File: src/rtl/shim_sts_latch_if.sv
// ---------------------------------------------------------------------------
// shim_sts_latch_if
//   Bundles the status inputs and the latched/recorded outputs of the
//   shim status latch. The parameters must match those of the
//   shim_sts_latch instance connected to it.
//
//   master : drives sts_in, field_mask and clear; observes the results.
//   slave  : the latch itself.
//
//   sts_in       status flags, field f / channel c at bit f*CHANNELS+c
//   field_mask   per-field enable for latching, first-fault and counting
//   clear        clear request (re-clears on every cycle it is high)
//   sts_sticky   sticky event bits, same layout as sts_in
//   first_valid  a first fault has been recorded
//   first_field  field index of the first fault
//   first_ch     channel index of the first fault
//   first_ts     timestamp of the first fault
//   fault_cnt    saturating count of cycles with at least one masked event
//   ts_now       free-running timestamp
//   irq          interrupt, mirrors first_valid
// ---------------------------------------------------------------------------
interface shim_sts_latch_if #(
  parameter int CHANNELS   = 8,
  parameter int NUM_FIELDS = 16,
  parameter int TS_WIDTH   = 32,
  parameter int CNT_WIDTH  = 16
);
  localparam int SW = NUM_FIELDS * CHANNELS;
  localparam int FW = (NUM_FIELDS > 1) ? $clog2(NUM_FIELDS) : 1;
  localparam int CW = (CHANNELS > 1) ? $clog2(CHANNELS) : 1;

  logic [SW-1:0]         sts_in;
  logic [NUM_FIELDS-1:0] field_mask;
  logic                  clear;
  logic [SW-1:0]         sts_sticky;
  logic                  first_valid;
  logic [FW-1:0]         first_field;
  logic [CW-1:0]         first_ch;
  logic [TS_WIDTH-1:0]   first_ts;
  logic [CNT_WIDTH-1:0]  fault_cnt;
  logic [TS_WIDTH-1:0]   ts_now;
  logic                  irq;

  modport master (
    output sts_in, field_mask, clear,
    input  sts_sticky, first_valid, first_field, first_ch, first_ts,
           fault_cnt, ts_now, irq
  );

  modport slave (
    input  sts_in, field_mask, clear,
    output sts_sticky, first_valid, first_field, first_ch, first_ts,
           fault_cnt, ts_now, irq
  );
endinterface

File: src/rtl/shim_sts_latch.sv
// ---------------------------------------------------------------------------
// shim_sts_latch
//   Status latch and first-fault recorder for the AXI clock domain.
//   Inputs are assumed already synchronised to aclk. Each status bit is
//   turned into an event (rising edge or level, per EDGE_MODE), gated by
//   its field's mask bit, and OR-ed into a sticky register. The lowest
//   (field, channel) event seen while no record is held is captured along
//   with the timestamp, cycles containing events are counted with
//   saturation, and irq is raised until software clears it.
//
//   Ports:
//     aclk     clock
//     aresetn  asynchronous active-low reset; every register returns to 0
//     bus      shim_sts_latch_if.slave (see the interface for signal list)
// ---------------------------------------------------------------------------
module shim_sts_latch #(
  parameter int CHANNELS   = 8,
  parameter int NUM_FIELDS = 16,
  parameter int TS_WIDTH   = 32,
  parameter int CNT_WIDTH  = 16,
  parameter int EDGE_MODE  = 1
) (
  input  logic            aclk,
  input  logic            aresetn,
  shim_sts_latch_if.slave bus
);
  localparam int SW = NUM_FIELDS * CHANNELS;
  localparam int FW = (NUM_FIELDS > 1) ? $clog2(NUM_FIELDS) : 1;
  localparam int CW = (CHANNELS > 1) ? $clog2(CHANNELS) : 1;

  // Counter increment that sticks at all-ones instead of wrapping.
  function automatic logic [CNT_WIDTH-1:0] sat_inc(input logic [CNT_WIDTH-1:0] v);
    return (&v) ? v : v + CNT_WIDTH'(1);
  endfunction

  logic [SW-1:0]        sts_prev;
  logic [SW-1:0]        sticky_q;
  logic                 first_valid_q;
  logic [FW-1:0]        first_field_q;
  logic [CW-1:0]        first_ch_q;
  logic [TS_WIDTH-1:0]  first_ts_q;
  logic [CNT_WIDTH-1:0] fault_cnt_q;
  logic [TS_WIDTH-1:0]  ts_q;
  logic                 irq_q;

  logic [SW-1:0]        evt_p0;
  logic [SW-1:0]        mask_exp_p0;
  logic [SW-1:0]        masked_p0;
  logic                 any_p0;
  logic [FW-1:0]        enc_field_p0;
  logic [CW-1:0]        enc_ch_p0;
  logic                 capture_p0;
  logic                 first_valid_nxt_p0;

  // ---- stage p0: event detect, masking, priority encode ----
  always_comb begin
    evt_p0 = (EDGE_MODE != 0) ? (bus.sts_in & ~sts_prev) : bus.sts_in;
    mask_exp_p0 = '0;
    for (int f = 0; f < NUM_FIELDS; f++) begin
      mask_exp_p0[f*CHANNELS +: CHANNELS] = {CHANNELS{bus.field_mask[f]}};
    end
    masked_p0 = evt_p0 & mask_exp_p0;
    any_p0    = |masked_p0;

    // Scan from the top down so the lowest field, then lowest channel,
    // is the last assignment and therefore wins.
    enc_field_p0 = '0;
    enc_ch_p0    = '0;
    for (int f = NUM_FIELDS - 1; f >= 0; f--) begin
      for (int c = CHANNELS - 1; c >= 0; c--) begin
        if (masked_p0[f*CHANNELS + c]) begin
          enc_field_p0 = f[FW-1:0];
          enc_ch_p0    = c[CW-1:0];
        end
      end
    end

    // A clear in the same cycle frees the record for this cycle's event.
    capture_p0         = any_p0 && (bus.clear || !first_valid_q);
    first_valid_nxt_p0 = any_p0 || (first_valid_q && !bus.clear);
  end

  // ---- stage p1: registered state and outputs ----
  always_ff @(posedge aclk or negedge aresetn) begin
    if (!aresetn) begin
      ts_q          <= '0;
      sts_prev      <= '0;
      sticky_q      <= '0;
      first_valid_q <= 1'b0;
      first_field_q <= '0;
      first_ch_q    <= '0;
      first_ts_q    <= '0;
      fault_cnt_q   <= '0;
      irq_q         <= 1'b0;
    end else begin
      ts_q     <= ts_q + TS_WIDTH'(1);
      sts_prev <= bus.sts_in;
      sticky_q <= (bus.clear ? '0 : sticky_q) | masked_p0;

      first_valid_q <= first_valid_nxt_p0;
      irq_q         <= first_valid_nxt_p0;

      if (capture_p0) begin
        first_field_q <= enc_field_p0;
        first_ch_q    <= enc_ch_p0;
        first_ts_q    <= ts_q;
      end else if (bus.clear) begin
        first_field_q <= '0;
        first_ch_q    <= '0;
        first_ts_q    <= '0;
      end

      if (bus.clear) begin
        fault_cnt_q <= any_p0 ? CNT_WIDTH'(1) : '0;
      end else if (any_p0) begin
        fault_cnt_q <= sat_inc(fault_cnt_q);
      end
    end
  end

  assign bus.sts_sticky  = sticky_q;
  assign bus.first_valid = first_valid_q;
  assign bus.first_field = first_field_q;
  assign bus.first_ch    = first_ch_q;
  assign bus.first_ts    = first_ts_q;
  assign bus.fault_cnt   = fault_cnt_q;
  assign bus.ts_now      = ts_q;
  assign bus.irq         = irq_q;
endmodule

File: src/flat_wrapper.sv
// flat-port wrapper written by rule: the top's interface ports become plain ports
module shim_sts_latch_flat 
#(
  parameter int CHANNELS   = 8,
  parameter int NUM_FIELDS = 16,
  parameter int TS_WIDTH   = 32,
  parameter int CNT_WIDTH  = 16,
  parameter int EDGE_MODE  = 1
)
  (aclk, aresetn, bus_sts_in, bus_field_mask, bus_clear, bus_sts_sticky, bus_first_valid, bus_first_field, bus_first_ch, bus_first_ts, bus_fault_cnt, bus_ts_now, bus_irq);
  shim_sts_latch_if #(.CHANNELS(CHANNELS), .NUM_FIELDS(NUM_FIELDS), .TS_WIDTH(TS_WIDTH), .CNT_WIDTH(CNT_WIDTH)) bus_i ();
  input  logic aclk;
  input  logic aresetn;
  input wire logic [$bits(bus_i.sts_in)-1:0] bus_sts_in;
  input wire logic [$bits(bus_i.field_mask)-1:0] bus_field_mask;
  input wire logic [$bits(bus_i.clear)-1:0] bus_clear;
  output wire logic [$bits(bus_i.sts_sticky)-1:0] bus_sts_sticky;
  output wire logic [$bits(bus_i.first_valid)-1:0] bus_first_valid;
  output wire logic [$bits(bus_i.first_field)-1:0] bus_first_field;
  output wire logic [$bits(bus_i.first_ch)-1:0] bus_first_ch;
  output wire logic [$bits(bus_i.first_ts)-1:0] bus_first_ts;
  output wire logic [$bits(bus_i.fault_cnt)-1:0] bus_fault_cnt;
  output wire logic [$bits(bus_i.ts_now)-1:0] bus_ts_now;
  output wire logic [$bits(bus_i.irq)-1:0] bus_irq;
  assign bus_i.sts_in = bus_sts_in;
  assign bus_i.field_mask = bus_field_mask;
  assign bus_i.clear = bus_clear;
  assign bus_sts_sticky = bus_i.sts_sticky;
  assign bus_first_valid = bus_i.first_valid;
  assign bus_first_field = bus_i.first_field;
  assign bus_first_ch = bus_i.first_ch;
  assign bus_first_ts = bus_i.first_ts;
  assign bus_fault_cnt = bus_i.fault_cnt;
  assign bus_ts_now = bus_i.ts_now;
  assign bus_irq = bus_i.irq;
  shim_sts_latch #(.CHANNELS(CHANNELS), .NUM_FIELDS(NUM_FIELDS), .TS_WIDTH(TS_WIDTH), .CNT_WIDTH(CNT_WIDTH), .EDGE_MODE(EDGE_MODE)) u_core (.aclk(aclk), .aresetn(aresetn), .bus(bus_i));
endmodule
File: config.mk
export PLATFORM = sky130hd
export DESIGN_NAME = shim_sts_latch_flat
export DESIGN_NICKNAME = d
export VERILOG_FILES = /design/src/rtl/shim_sts_latch_if.sv /design/src/rtl/shim_sts_latch.sv /design/src/flat_wrapper.sv
export SDC_FILE = /design/constraint.sdc
export NUM_CORES = 1
export LEC_CHECK = 0
export CAP_MARGIN = 20
export CORE_UTILIZATION = 49
export CTS_BUF_LIST = sky130_fd_sc_hd__clkbuf_2
export CTS_CLUSTER_DIAMETER = 40
export DETAILED_ROUTE_END_ITERATION = 10
export PLACE_DENSITY = 0.8
export SYNTH_ARGS = -nofsm -noshare
export SYNTH_HDL_FRONTEND = slang
export SYNTH_SLANG_ARGS = --single-unit
File: constraint.sdc
create_clock -name aclk -period 4.1 [get_ports aclk]
set_clock_uncertainty 0.05 [all_clocks]
set_input_delay 0.41 -clock aclk [delete_from_list [all_inputs] [get_ports aclk]]
set_output_delay 0.41 -clock aclk [all_outputs]
set_load 0.005 [all_outputs]
== After elaboration in Yosys (flattened, before gate mapping) ==
Cells that the tools add are included.
W data, S select, Z words.
Word-level totals
  bits in read-only memories: 0
  latch bits: 0
  bits of input ports: 147
  memories: 0
  RAM bits: 0
  register bits after elaboration: 344
  word-level logic and storage cells: 293
Operators by class
  multiplexer cells: 267
  multiply operators: 0
  reductions and logical operators: 11
  equal/unequal tests: 1
  magnitude comparators: 0
  div/mod/pow operators: 0
  shift operators: 0
  $add $sub $neg: 2
  bitwise logic cells: 4
Operator list (count)
  $mux W4: 130
  $mux W3: 130
  $and A128 B128 Y128: 2
  $mux W128: 1
  $not A128 Y128: 1
  $or A128 B128 Y128: 1
  $reduce_or A128 Y1: 1
  $mux W32: 2
  $mux W16: 3
  $add A32 B1 Y32 const B: 1
  $add A16 B1 Y16 const B: 1
  $reduce_and A16 Y1: 1
  $reduce_bool A2 Y1: 2
  $logic_and A1 B1 Y1: 2
  $logic_not A1 Y1: 2
  $logic_or A1 B1 Y1: 2
  $ne A2 B2 Y1 const B: 1
  $reduce_and A2 Y1: 1
  $mux W1: 1

== Depth between registers and ports, before layout ==
  depth after elaboration: 132
  mapped depth: 10
  gate-level depth less buffers: 8

== Worst setup path before layout ==
No wires, ideal clock.
  path type: input to register
  start point: in bus_sts_in[46]
  end point: reg u_core.fault_cnt_q[0], in the netlist u_core.bus.fault_cnt[0]
  arrival time: 2.345 ns
  stages on the path: 10
  required time: 3.930 ns
  setup slack: 1.585 ns
  path through: nor2b_1 o41a_1 nor4b_4 nor4b_4 and3_1 buf_4 or2_2 buf_4 o22ai_1 a31o_1
Between the ends
  word-level cells in the longest chain between the ends: 5
  elaborated cells between the ends (all ways): 7
  those cells by class: 2 x mux; 2 x bitwise; 3 x reduce/logical
Ends and longest elaborated chain
  start, declared: RTL line flat_wrapper.sv:14  | input wire logic [$bits(bus_i.sts_in)-1:0] bus_sts_in;
  $and A128 B128 Y128 (*): RTL line shim_sts_latch.sv:57  | evt_p0 = (EDGE_MODE != 0) ? (bus.sts_in & ~sts_prev) : bus.sts_in;
  $and A128 B128 Y128 (*): RTL line shim_sts_latch.sv:62  | masked_p0 = evt_p0 & mask_exp_p0;
  $reduce_or A128 Y1 (*): RTL line shim_sts_latch.sv:63  | any_p0 = |masked_p0;
  $mux W1 / $reduce_bool A2 Y1 (equally long branches)
  $mux W16 / $reduce_and A2 Y1 (equally long branches)
  end signal, assigned: RTL line shim_sts_latch.sv:114  | fault_cnt_q <= any_p0 ? CNT_WIDTH'(1) : '0;
  end signal, assigned: RTL line shim_sts_latch.sv:116  | fault_cnt_q <= sat_inc(fault_cnt_q);
  end, declared: RTL line shim_sts_latch.sv:42  | logic [CNT_WIDTH-1:0] fault_cnt_q;
Every way passes the cells marked *; elsewhere a longest branch is shown, timed or not.
A chain may end at the register's enable or synchronous reset.

== Worst setup path after layout ==
  start point: in bus_sts_in[86]
  end point: reg u_core.fault_cnt_q[0], in the netlist u_core.bus.fault_cnt[0]
Same word-level chain as after synthesis.

==> results.yml <==
cts:
  cts_buffers: 89
  insertion_delay_ns: 0.93
  cts_resized: 0
  cts_tree: "done"
  clockBufferDepth: 3
  clk_pin_slew_ns: 0.10
  cts_max_level: 3
  clock_sinks: 344
  root_buffer: "clkbuf_2"
detailed_routing:
  drt_iter0_markers: 982
  wirelength_mm: 44.7
  drt-vias-per-instance: 5.50
  ant_nets: 0
  drc: 0
  wl_per_cell_um: 19.6
  drt_first_pass_iters: 5
  num_vias: 12500
synth:
  synthFlopType: "dfrtp_1"
  synth_compound_area_share_pct: 18.9
  ys_seq_area_share_pct: 59.8
  postSynthAreaPerCell_um2: 11.3
  syn_inst: 1278
  syn_area_um2: 14400
  ys_warn_count: 0
  synth_mux_area_share_pct: 0.0696
  yosys.area_share.simple_pct: 15.9
  syn-num-nets: 1427
  synthAdderAreaFrac_pct: 0.174
  synth_top_area_share_pct: 59.8
  synthTopCellsByArea: "dfrtp_1, a22o_1, nor2b_1"
  synth.largest_area_cell: "dfrtp_1"
  synth_edf_count: 0
  synthXorXnorAreaFrac_pct: 2.56
  synth_top_family_by_area: "compound AO/OA/AOI/OAI gates"
  ys_types: 65
  synth-seq-cells: 344
  synth-async-reset-ratio_pct: 100
power:
  p_per_area_nw_per_um2: 355
  ir_drop_mv: 0.229
  swShare_pct: 28.9
  internal_power_mw: 5.21
  p_clk_share_pct: 34.2
  pwr-share-seq_pct: 49.9
  p_sw_mw: 2.12
  power_leakage_nw: 8.93
  pwr-share-comb_pct: 15.9
worst_hold_path:
  hp-class: "primary input to flop"
setup_path:
  path_class: "primary input to flop"
  cp-start-kind: "primary input"
  crit_fanout: 15
  required_ns: 4.79
  crit_arrival_ns: 4.09
  endpoint_kind: "flop"
floorplanning:
  io_pins: 364
  start_util_pct: 50.0
  dieArea_um2: 30100
  rows: 62
  coreArea_um2: 28800
  fp.dieW_um: 173
  die_h_um: 173
timing:
  final.period_utilization_pct: 83.0
  slew_headroom_pct: 31.9
  finalHoldWorstSlack_ns: 0.0957
  setup_violations: 0
  rsz0062_at_grt: "no"
  min_period_ns: 3.40
  fmax_mhz: 294
  drv_slew: 0
  timing_hold_violations_final: 0
  worst_pin_slew_ns: 1.01
  setup_tns_ns: 0
grt:
  grt_pass1_vias: 13200
  grt_pass1_wl_mm: 70.9
  grt-ovfl-total: 0
  track_usage_pct: 30.0
  grt_max_degree: 124
  grt_antenna_before_repair: 2
placement:
  port_buffers: 363
  finalWeightedCongestion: 0.843
  hpwl_mm: 29.9
  place_inst: 1991
run:
  maxCapViolations: 0
outcome:
  status: "finished, final reports clean"
final_layout:
  drive_above_1_share_pct: 9.05
  fill_cells: 2036
  nets: 1975
  syn_to_final_growth_pct: 43.5
  final_common_cell: "clkdlybuf4s50_1"
  instances_no_fill: 2274
  layout_common_cells: "clkdlybuf4s50_1, dfrtp_1, nor2b_1, dlygate4sd3_1, nand2_1"
==> logic make-up (layout without fill, tap and decap cells) <==
logic type | Yosys count | after routing
AOI/OAI and AO/OA | 374 | 374
xor gates and xnor gates | 42 | 42
adders and majority gates | 2 | 2
buffers and inverters | 88 | 699
DFF | 344 | 344
muxes | 1 | 1
other | 0 | 1
and+or+nand+nor | 427 | 427
==> synth_stat cells (all sizes together) (5+ instances only) <==
cell type,number
and2,5
o21ai,113
and3,9
and4,5
clkbuf,46
nor2,43
o41ai,42
nor4,9
o31ai,12
a22o,115
inv,31
nand2,127
xor2,10
buf,10
nor2b,141
xnor2,32
nand2b,16
o21a,10
dfrtp,344
nor4b,6
nand3,35
nand4,13
nor3,6
o211ai,6
a21oi,31
==> sequential cells by signal, summed over array words and instances, names as in the netlist <==
register,count
u_core.bus.sts_sticky,128
u_core.bus.first_ch,3
u_core.sts_prev,128
u_core.bus.ts_now,32
u_core.bus.first_ts,32
u_core.bus.first_field,4
u_core.bus.first_valid,1
u_core.bus.fault_cnt,16
==> power groups by stage <==
stage / clock network (mW) / logic [mW] / registers [mW]
final: 2.51 / 1.17 / 3.66
after global routing: 2.74 / 1.26 / 3.68
after CTS: 2.55 / 1.16 / 3.66
after detailed placement: 0 / 1.05 / 3.72
after global placement: 0 / 1.04 / 3.71
after floorplan: 0 / 0.419 / 3.71
==> layout make-up <==
class	instances	area [µm²]	share of cell area [%]
Sequential cell	344	8610	41.7
Multi-Input combinational cell	846	5440	26.4
Timing Repair Buffer	513	5130	24.9
Clock buffer	114	571	2.76
Tap cell	384	480	2.33
Clock inverter	40	283	1.37
Inverter	32	123	0.594
Antenna cell	1	2.50	0.0121
==> per-stage QoR <==
step | setup slack (ns) | total power, mW | utilization (%) | area [µm²]
floorplan | 1.58 | 4.13 | - | 14400
global placement | 0.579 | 4.75 | 64.3 | 18500
detailed placement | 0.502 | 4.77 | 64.3 | 18500
CTS | 0.867 | 7.37 | 71.7 | 20600
global route | 0.519 | 7.68 | 71.7 | 20600
finish | 0.696 | 7.33 | 71.7 | 20600
==> critical path, cell delays in order <==
cell             delay [ns]
dlygate4sd3_1          0.54
clkdlybuf4s50_1        0.49
nor2b_1                0.20
o41ai_1                0.91
nand4_1                0.26
nor3_1                 0.22
buf_4                  0.18
and3_1                 0.20
buf_4                  0.20
or2_2                  0.18
o22ai_1                0.09
a31o_1                 0.20
==> path summary, 6_finish.rpt <==
kind                       slack (ns)  cells past startpoint                        end             startpoint
setup / recovery                 0.70                     12    u_core.bus.fault_cnt[0]         bus_sts_in[86]
hold / removal                    0.1                      1       u_core.sts_prev[100]        bus_sts_in[100]
setup reg to reg                 0.99                      9    u_core.bus.fault_cnt[0]    u_core.sts_prev[14]
hold reg to reg                  0.46                      1      u_core.bus.ts_now[31]  u_core.bus.ts_now[31]
max in group asynchronous        2.80                      3         u_core.sts_prev[0]                aresetn
min in group asynchronous        0.19                      2  u_core.bus.sts_sticky[82]                aresetn
==> routing by layer <==
metal / GRT usage, % / share of wire [%] / wire (µm)
met1: 37.6 / 41 / 18300
met2: 49.7 / 48 / 21600
met4: 11.0 / 2.5 / 1120
met3: 8.46 / 8.1 / 3610
met5: 0 / 0.029 / 13
==> timing repair <==
action / 4_1_cts / 5_1_grt
buffers inserted: 0 / 0
endpoints found under the hold margin: 246 / 0
hold buffers: 128 / 0
No activity file was read; power rests on OpenSTA's default activity.
